==> src/rtl/ysyx_22041211_alu_mdu.sv <==
// ysyx_22041211_alu_mdu: registered base-integer ALU plus iterative RV32M mul/div/rem.
// One op in flight; the shift-add multiplier and restoring divider share one step counter.
module ysyx_22041211_alu_mdu #(
  parameter int DATA_LEN = 32,
  parameter int SHAMT_W  = $clog2(DATA_LEN)
) (
  input  logic                clk,
  input  logic                rst,
  input  logic                in_valid,
  output logic                in_ready,
  input  logic [DATA_LEN-1:0] src1,
  input  logic [DATA_LEN-1:0] src2,
  input  logic [4:0]          alu_control,
  output logic                out_valid,
  input  logic                out_ready,
  output logic [DATA_LEN-1:0] result,
  output logic                busy
);

  localparam logic [4:0] OP_ADD    = 5'd0;
  localparam logic [4:0] OP_SUB    = 5'd1;
  localparam logic [4:0] OP_SLL    = 5'd2;
  localparam logic [4:0] OP_SLT    = 5'd3;
  localparam logic [4:0] OP_SLTU   = 5'd4;
  localparam logic [4:0] OP_XOR    = 5'd5;
  localparam logic [4:0] OP_SRL    = 5'd6;
  localparam logic [4:0] OP_SRA    = 5'd7;
  localparam logic [4:0] OP_OR     = 5'd8;
  localparam logic [4:0] OP_AND    = 5'd9;
  localparam logic [4:0] OP_MUL    = 5'd10;
  localparam logic [4:0] OP_MULH   = 5'd11;
  localparam logic [4:0] OP_MULHSU = 5'd12;
  localparam logic [4:0] OP_MULHU  = 5'd13;
  localparam logic [4:0] OP_DIV    = 5'd14;
  localparam logic [4:0] OP_DIVU   = 5'd15;
  localparam logic [4:0] OP_REM    = 5'd16;
  localparam logic [4:0] OP_REMU   = 5'd17;

  localparam logic [1:0] IDLE = 2'd0;
  localparam logic [1:0] MUL  = 2'd1;
  localparam logic [1:0] DIV  = 2'd2;
  localparam logic [1:0] DONE = 2'd3;

  localparam int CNT_W = 6;
  localparam logic [CNT_W-1:0]    LAST_STEP = CNT_W'(DATA_LEN - 1);
  localparam logic [DATA_LEN-1:0] MIN_VAL   = {1'b1, {(DATA_LEN-1){1'b0}}};

  function automatic logic [DATA_LEN-1:0] magnitude(input logic [DATA_LEN-1:0] v, input logic neg);
    if (neg) begin
      return -v;
    end else begin
      return v;
    end
  endfunction

  function automatic logic [DATA_LEN-1:0] base_op(input logic [4:0] op,
                                                  input logic [DATA_LEN-1:0] a,
                                                  input logic [DATA_LEN-1:0] b);
    logic [DATA_LEN-1:0] r;
    r = '0;
    case (op)
      OP_ADD:  r = a + b;
      OP_SUB:  r = a - b;
      OP_SLL:  r = a << b[SHAMT_W-1:0];
      OP_SLT:  r[0] = $signed(a) < $signed(b);
      OP_SLTU: r[0] = a < b;
      OP_XOR:  r = a ^ b;
      OP_SRL:  r = a >> b[SHAMT_W-1:0];
      OP_SRA:  r = $unsigned($signed(a) >>> b[SHAMT_W-1:0]);
      OP_OR:   r = a | b;
      OP_AND:  r = a & b;
      default: r = '0;
    endcase
    return r;
  endfunction

  logic [1:0]            state_r;
  logic [4:0]            op_r;
  logic [CNT_W-1:0]      cnt_r;
  logic [2*DATA_LEN-1:0] mcand_r;
  logic [DATA_LEN-1:0]   mplier_r;
  logic [2*DATA_LEN-1:0] prod_r;
  logic [DATA_LEN-1:0]   dvs_r;
  logic [DATA_LEN-1:0]   quo_r;
  logic [DATA_LEN-1:0]   rem_r;
  logic                  neg_q_r;
  logic                  neg_r_r;
  logic [DATA_LEN-1:0]   result_r;

  logic                  is_mul_s, is_div_s, neg1_s, neg2_s;
  logic                  div_zero_s, div_ovf_s;
  logic [DATA_LEN-1:0]   special_s;
  logic [DATA_LEN-1:0]   mag1_s, mag2_s;

  // Decode the op presented in IDLE: class, operand signs and divide special cases.
  always_comb begin
    is_mul_s   = alu_control inside {OP_MUL, OP_MULH, OP_MULHSU, OP_MULHU};
    is_div_s   = alu_control inside {OP_DIV, OP_DIVU, OP_REM, OP_REMU};
    neg1_s     = (alu_control inside {OP_MULH, OP_MULHSU, OP_DIV, OP_REM}) && src1[DATA_LEN-1];
    neg2_s     = (alu_control inside {OP_MULH, OP_DIV, OP_REM}) && src2[DATA_LEN-1];
    mag1_s     = magnitude(src1, neg1_s);
    mag2_s     = magnitude(src2, neg2_s);
    div_zero_s = is_div_s && (src2 == '0);
    div_ovf_s  = (alu_control inside {OP_DIV, OP_REM}) && (src1 == MIN_VAL) && (src2 == '1);
    case (alu_control)
      OP_DIV:  special_s = div_zero_s ? '1 : MIN_VAL;
      OP_DIVU: special_s = '1;
      OP_REM:  special_s = div_zero_s ? src1 : '0;
      OP_REMU: special_s = src1;
      default: special_s = '0;
    endcase
  end

  logic [2*DATA_LEN-1:0] prod_next_s, prod_fin_s;
  logic [DATA_LEN:0]     trial_s;
  logic [DATA_LEN-1:0]   quo_next_s, rem_next_s, quo_fin_s, rem_fin_s;
  logic [DATA_LEN-1:0]   mul_res_s, div_res_s;

  // One iteration step of each engine, plus sign correction of the final step.
  always_comb begin
    prod_next_s = prod_r + (mplier_r[0] ? mcand_r : '0);
    prod_fin_s  = neg_q_r ? -prod_next_s : prod_next_s;
    mul_res_s   = (op_r == OP_MUL) ? prod_fin_s[DATA_LEN-1:0] : prod_fin_s[2*DATA_LEN-1:DATA_LEN];
    // The partial remainder stays below the divisor, so one extra bit holds the trial sign.
    trial_s     = {rem_r, quo_r[DATA_LEN-1]} - {1'b0, dvs_r};
    quo_next_s  = {quo_r[DATA_LEN-2:0], ~trial_s[DATA_LEN]};
    if (trial_s[DATA_LEN]) begin
      rem_next_s = {rem_r[DATA_LEN-2:0], quo_r[DATA_LEN-1]};
    end else begin
      rem_next_s = trial_s[DATA_LEN-1:0];
    end
    quo_fin_s = neg_q_r ? -quo_next_s : quo_next_s;
    rem_fin_s = neg_r_r ? -rem_next_s : rem_next_s;
    div_res_s = (op_r inside {OP_DIV, OP_DIVU}) ? quo_fin_s : rem_fin_s;
  end

  // Control FSM, operand latching and iteration datapath.
  always_ff @(posedge clk) begin
    if (rst) begin
      state_r  <= IDLE;
      op_r     <= 5'd0;
      cnt_r    <= '0;
      mcand_r  <= '0;
      mplier_r <= '0;
      prod_r   <= '0;
      dvs_r    <= '0;
      quo_r    <= '0;
      rem_r    <= '0;
      neg_q_r  <= 1'b0;
      neg_r_r  <= 1'b0;
      result_r <= '0;
    end else begin
      case (state_r)
        IDLE: begin
          if (in_valid) begin
            op_r  <= alu_control;
            cnt_r <= '0;
            if (is_mul_s) begin
              mcand_r  <= {{DATA_LEN{1'b0}}, mag1_s};
              mplier_r <= mag2_s;
              prod_r   <= '0;
              neg_q_r  <= neg1_s ^ neg2_s;
              state_r  <= MUL;
            end else if (is_div_s && !div_zero_s && !div_ovf_s) begin
              dvs_r   <= mag2_s;
              quo_r   <= mag1_s;
              rem_r   <= '0;
              neg_q_r <= neg1_s ^ neg2_s;
              neg_r_r <= neg1_s;
              state_r <= DIV;
            end else begin
              result_r <= is_div_s ? special_s : base_op(alu_control, src1, src2);
              state_r  <= DONE;
            end
          end
        end
        MUL: begin
          mcand_r  <= {mcand_r[2*DATA_LEN-2:0], 1'b0};
          mplier_r <= {1'b0, mplier_r[DATA_LEN-1:1]};
          prod_r   <= prod_next_s;
          if (cnt_r == LAST_STEP) begin
            cnt_r    <= '0;
            result_r <= mul_res_s;
            state_r  <= DONE;
          end else begin
            cnt_r <= cnt_r + 6'd1;
          end
        end
        DIV: begin
          quo_r <= quo_next_s;
          rem_r <= rem_next_s;
          if (cnt_r == LAST_STEP) begin
            cnt_r    <= '0;
            result_r <= div_res_s;
            state_r  <= DONE;
          end else begin
            cnt_r <= cnt_r + 6'd1;
          end
        end
        DONE: begin
          if (out_ready) begin
            state_r <= IDLE;
          end
        end
        default: state_r <= IDLE;
      endcase
    end
  end

  assign in_ready  = (state_r == IDLE);
  assign out_valid = (state_r == DONE);
  assign busy      = (state_r == MUL) || (state_r == DIV);
  assign result    = result_r;

endmodule

==> config.mk <==
export PLATFORM = sky130hd
export DESIGN_NAME = ysyx_22041211_alu_mdu
export DESIGN_NICKNAME = d
export VERILOG_FILES = /design/src/rtl/ysyx_22041211_alu_mdu.sv
export SDC_FILE = /design/constraint.sdc
export NUM_CORES = 2
export LEC_CHECK = 0
export CAP_MARGIN = 10
export CORE_ASPECT_RATIO = 1.5
export CORE_UTILIZATION = 30
export CTS_BUF_LIST = sky130_fd_sc_hd__clkbuf_8
export DETAILED_ROUTE_END_ITERATION = 8
export DONT_BUFFER_PORTS = 1
export GPL_TIMING_DRIVEN = 0
export PLACE_DENSITY = 0.52
export SLEW_MARGIN = 20
export SYNTH_ARGS = -nofsm -noshare
export SYNTH_HDL_FRONTEND = slang
export SYNTH_SLANG_ARGS = --single-unit
==> constraint.sdc <==
create_clock -name clk -period 8.28 [get_ports clk]
set_input_delay 1.656 -clock clk [delete_from_list [all_inputs] [get_ports clk]]
set_output_delay 1.656 -clock clk [all_outputs]
set_load 0.02 [all_outputs]
# Word level (Yosys, flattened, before mapping)
# Index checks and enable logic that the tools add are counted.
[word_totals] reg_bits=303 wordCells=150 output_inout_bits=35 in_bits=73
[classes] n_lt_le_gt_ge=2 addsub=10 shift=3 bitwise=6 n_reduce_logical=33 mux=49 n_eq_ne=35
[ops] op="$mux 32" count=22
[ops] op="$mux 64" count=6
[ops] op="$pmux 64 s2" count=2
[ops] op="$pmux 31 s8" count=1
[ops] op="$pmux 32 s2" count=3
[ops] op="$neg 32->32" count=4
[ops] op="$pmux 32 s4" count=1
[ops] op="$pmux 32 s3" count=1
[ops] op="$add 64x64->64" count=1
[ops] op="$eq 32x32->1 const B" count=2
[ops] op="$lt 32x32->1" count=2
[ops] op="$neg 64->64" count=1
[ops] op="$eq 5x4->1 const B" count=11
[ops] op="$sub 33x32->33" count=1
[ops] op="$add 32x32->32" count=1
[ops] op="$and 32x32->32" count=1
[ops] op="$logic_not 32->1" count=1
[ops] op="$or 32x32->32" count=1
[ops] op="$shl 32x5->32" count=1
[ops] op="$shr 32x5->32" count=1
[ops] op="$sshr 32x5->32" count=1
[ops] op="$sub 32x32->32" count=1
[ops] op="$xor 32x32->32" count=1
[ops] op="$mux 31" count=1
[ops] op="other kinds (31)" count=70

# Logic depth before layout (Yosys ltp)
[depth] word_depth=10 mapped_depth=25 ltp_nobuf=23

# Worst setup path before layout
# No wires, ideal clock.
[synth_path] path_type="input-to-reg" startpoint="input port src2[2]" endpoint="register result_r[28], in the netlist result[28]" t_arrival_ns=5.945 slack_ns=2.203 stages=18 setup_ns=0.132 path_buffers=4 required_time_ns=8.148 path_cell_list="clkbuf_1 inv_2 buf_1 clkbuf_1 clkbuf_1 ha_1 nor2b_1 o311ai_0 a211oi_1 a2111oi_0 o21ai_0 o41ai_1 o31ai_1 a21oi_1 nor2_1 mux2_2 a31oi_1 a31oi_1"
[synth_via] elab_chain_len=9 elab_cells_between_ends=24 classes_between="2 x add/sub; 2 x eq/ne; 3 x shift; 9 x mux; 8 x reduce/logical"
[synth_lines] item="start: declaration" line="12" text="input logic [DATA_LEN-1:0] src2,"
[synth_lines] item="parallel branches: the longest is 9 deep, another holds $sub 32x32->32"
[synth_lines] item="end signal: assignment" line="172" text="result_r <= is_div_s ? special_s : base_op(alu_control, src1, src2);"
[synth_lines] item="end signal: assignment" line="183" text="result_r <= mul_res_s;"
[synth_lines] item="end signal: assignment" line="194" text="result_r <= div_res_s;"
[synth_lines] item="end: declaration" line="88" text="logic [DATA_LEN-1:0] result_r;"
# Parallel ways; which one is timed is not known. The select of a mux whose other input is x is not followed.
# A chain may end at the register's enable or synchronous reset.

# Worst setup path in the final report
[layout_path] startpoint="input port src2[2]" endpoint="register result_r[18], in the netlist result[18]"
# The elaborated chain is that of the path after synthesis.

==> metrics.md <==
| Metric | Value |
|---|---|
| CTS tree | `built` |
| Total GRT Usage | `36.2%` |
| Max IR drop VDD | `0.000170 V` |
| Asr flop ratio synth | `0%` |
| Final Net Count | `5118` |
| XOR/XNOR Fraction of Synth Area | `5.43%` |
| Clk slew on worst S/H paths | `0.07 ns` |
| Primary FF master, synth | `dfxtp_1` |
| Slowest stage cell, crit path | `a221oi_1` |
| DRC viols | `0` |
| First-pass GRT wire length | `296000 um` |
| Status | `finished with violations` |
| Yosys warnings | `0` |
| CP most frequent cell | `clkbuf_1` |
| Simple-gate share of the synthesized area | `25.6%` |
| Commonest cells after routing, fill and taps aside | `nand2_1 (540), nor2_1 (525), a21oi_1 (376)` |
| CP Buf/Inv Count | `5` |
| Routed vias/inst | `6.39` |
| Power Density | `226 nW/um^2` |
| Tcrit/Tclk final | `100%` |
| Startpoint Class | `primary input` |
| Synth cell types | `roughly 110` |
| GPL Wtd Cong | `approximately 1.1` |
| Row cnt | `150` |
| Vias | `40486` |
| DIE HEIGHT | `413 um` |
| Adder-cell share of the synthesized area | `roughly 8%` |
| Min-delay worst type | `flop to flop` |
| Sequential area share after synthesis | `17.9%` |
| Setup CP Type | `primary input to flop` |
| Period minus WS final | `8.30 ns` |
| Largest family of logic cells by synthesized area | `compound AO/OA/AOI/OAI gates` |
| PnR worst setup slack | `-0.0150 ns` |
| Worst EP required | `8.94 ns` |
| Placed Area | `between 30000 and 40000 um^2` |
| Htree depth | `2` |
| Unrepaired setup endpoints after global routing | `yes` |
| Final Max Slew Viols | `0` |
| Clock tree sinks | `303` |
| Final antenna-violating net count | `0` |
| Syn Nets | `about 5100` |
| Die area | `114000 um^2` |
| Post-synth EDFFs | `0` |
| Drt pass-1 iters | `9` |
| R2R Setup Slk | `roughly 0.24 ns` |
| Core area | `112000 um^2` |
| Initial antenna violation count | `10` |
| Largest net degree at the start of global routing | `18` |
| Worst-Margin Slew | `1.34 ns` |
| Clock buffer depth | `3` |
| Synth Cell Area | `33900 um^2` |
| Hold Violations, Final | `0` |
| Failing checks | `negative setup slack` |
| Worst-path maximum fanout | `11` |
| Compound-gate portion of the synthesized area | `29.6%` |
| Layout cell share with drive strength beyond 1 | `under 10%` |
| CTS Buf Count | `52` |
| Final instance area | `37000 um^2` |
| Post-DP HPWL | `roughly 170000 um` |
| Flop and latch count out of synthesis | `303` |
| Area delta synth->final | `9.34%` |
| Fillers | `about 12000` |
| Worst-Skew Late Latency | `0.77 ns` |
| Overflow left after global routing | `0` |
| DR iter-0 viols | `3904` |
| Lkg Pwr | `0.0135 uW` |
| Fmax | `121 MHz` |
| Crit path largest cell delay | `1.11 ns` |
| Final WL | `214000 um` |
| Syn Area/Cell | `7.09 um^2` |
| Slew margin rel. | `between 10% and 20%` |
| Initial core utilization | `30.3%` |
| Root Driver | `clkbuf_8` |
| Input/output buffers | `0` |
| Fin cells | `6331` |
| Final setup vio count | `1` |
| Max-Cap Viols | `0` |
| Most common cell after layout, fill and taps aside | `nand2_1` |
| Horiz. Die Dim | `276 um` |
| Placed Cells | `roughly 6200` |
| Vias in the first global route | `39197` |
| CP cell instances | `clkbuf_1 -> inv_2 -> buf_1 -> clkbuf_1 -> clkbuf_1 -> ha_1 -> nor2b_1 -> o311ai_0 -> a211oi_1 -> a2111oi_1 -> o21bai_1 -> a21oi_1 -> nor2_1 -> nor2_1 -> xnor2_1 -> a221oi_1 -> a311oi_1 -> o21a_1` |
| Mux cell area share after synthesis | `7.67%` |
| Worst Path Arrival | `8.95 ns` |
| Crit path capture type | `flop` |
| Clk_skew | `~0.066 ns` |
| Ports | `108` |
| CP delay by family, top | `compound AO/OA/AOI/OAI gates` |
| Synth Instances | `approximately 4800` |
| Detailed-route wire length per cell | `around 34 um` |
==> tightest hold or removal path, delay by kind of cell (launching register included) <==
kind | cells | cell delay [ns]
compound gates | 1 | 0.06
flops | 1 | 0.33
simple gates | 1 | 0.06
==> sequential cells by signal, indices dropped and copies added, names as in the netlist <==
signal	flops
mcand_r	64
prod_r	64
dvs_r	32
mplier_r	32
quo_r	32
rem_r	32
result	32
cnt_r	6
op_r	5
state_r	2
neg_q_r	1
neg_r_r	1
==> where the power goes <==
| group | switching, uW | total [uW] | internal [uW] | leakage [uW] |
|---|---|---|---|---|
| logic | 3550 | 4840 | 1290 | 0.0105 |
| clock network | 793 | 1610 | 819 | 0.000620 |
| registers | 336 | 1930 | 1590 | 0.00245 |
| total | 4680 | 8380 | 3700 | 0.0135 |
==> cells by family after synthesis <==
logic type | count (synthesis)
AOI/OAI and AO/OA | 1507
xor gates and xnor gates | 210
adders and majority gates | 208
buffers and inverters | 535
DFF | 303
muxes | 185
and+or+nand+nor | 1828
==> cell usage after synthesis, drive strengths merged (49+ instances only) <==
library cell,count,area share [%]
xor2,72,1.9
o211ai,50,1.1
dfxtp,303,18
and2,88,1.6
clkbuf,325,3.6
nor3,107,1.6
a22oi,103,2.3
o31ai,73,1.6
nand3,194,2.9
a221oi,49,1.3
mux2i,103,3.0
a21o,64,1.4
nand2,540,6.0
mux4,57,3.8
a31oi,115,2.1
nand4,82,1.5
nor2,528,5.9
ha,204,7.5
a21oi,378,5.6
inv,167,1.9
o21ai,274,4.0
a211oi,69,1.5
xnor2,138,3.6
nor4,51,1.1
==> repair_timing <==
action | 4_1_cts | 5_1_grt
gates resized for setup | 1 | 2
hold buffers | 0 | 0
setup buffers | 0 | 0
gates cloned | 0 | 0
setup endpoints to repair | 1 | 6
==> through the flow <==
stage	TNS, ns	hold WS, ns	total power [uW]	worst slack, ns	utilization, %
floorplan	0	0.431	4550	2.20	-
global placement	-3.92	0.443	6500	-0.642	31.9
detailed placement	-4.10	0.445	6530	-0.604	32.1
CTS	0	0.452	8150	0.156	33.1
global route	-0.0255	0.468	8570	-0.0255	33.1
finish	-0.0150	0.454	8380	-0.0150	33.2
==> layout make-up <==
cell class | count | area, um^2 | area share (%)
multi-input combinational | 3938 | 25900 | 69.8
sequential | 303 | 6070 | 16.4
tap | 1444 | 1810 | 4.88
buffer | 366 | 1410 | 3.80
clock buffer | 65 | 895 | 2.42
inverter | 169 | 634 | 1.71
clock inverter | 30 | 273 | 0.737
timing repair buffer | 7 | 62.6 | 0.169
antenna | 9 | 22.5 | 0.0608
==> layer usage <==
| metal | routed length, um | global-route usage [%] | vias to the layer above |
|---|---|---|---|
| li1 | - | - | 17823 |
| met1 | 71100 | 35.2 | 19610 |
| met2 | 98100 | 61.1 | 2173 |
| met3 | 16900 | 8.54 | 872 |
| met4 | 27800 | 39.3 | 8 |
| met5 | 75 | 0 | - |
==> worst paths after layout <==
check                    from     endpoint  cells past startpoint
setup / recovery      src2[2]   result[18]                     18
hold / removal    mcand_r[59]  mcand_r[60]                      2
setup reg to reg    quo_r[31]   result[28]                     22
hold reg to reg   mcand_r[59]  mcand_r[60]                      2
Note: power is estimated with default switching activity, not from simulation.
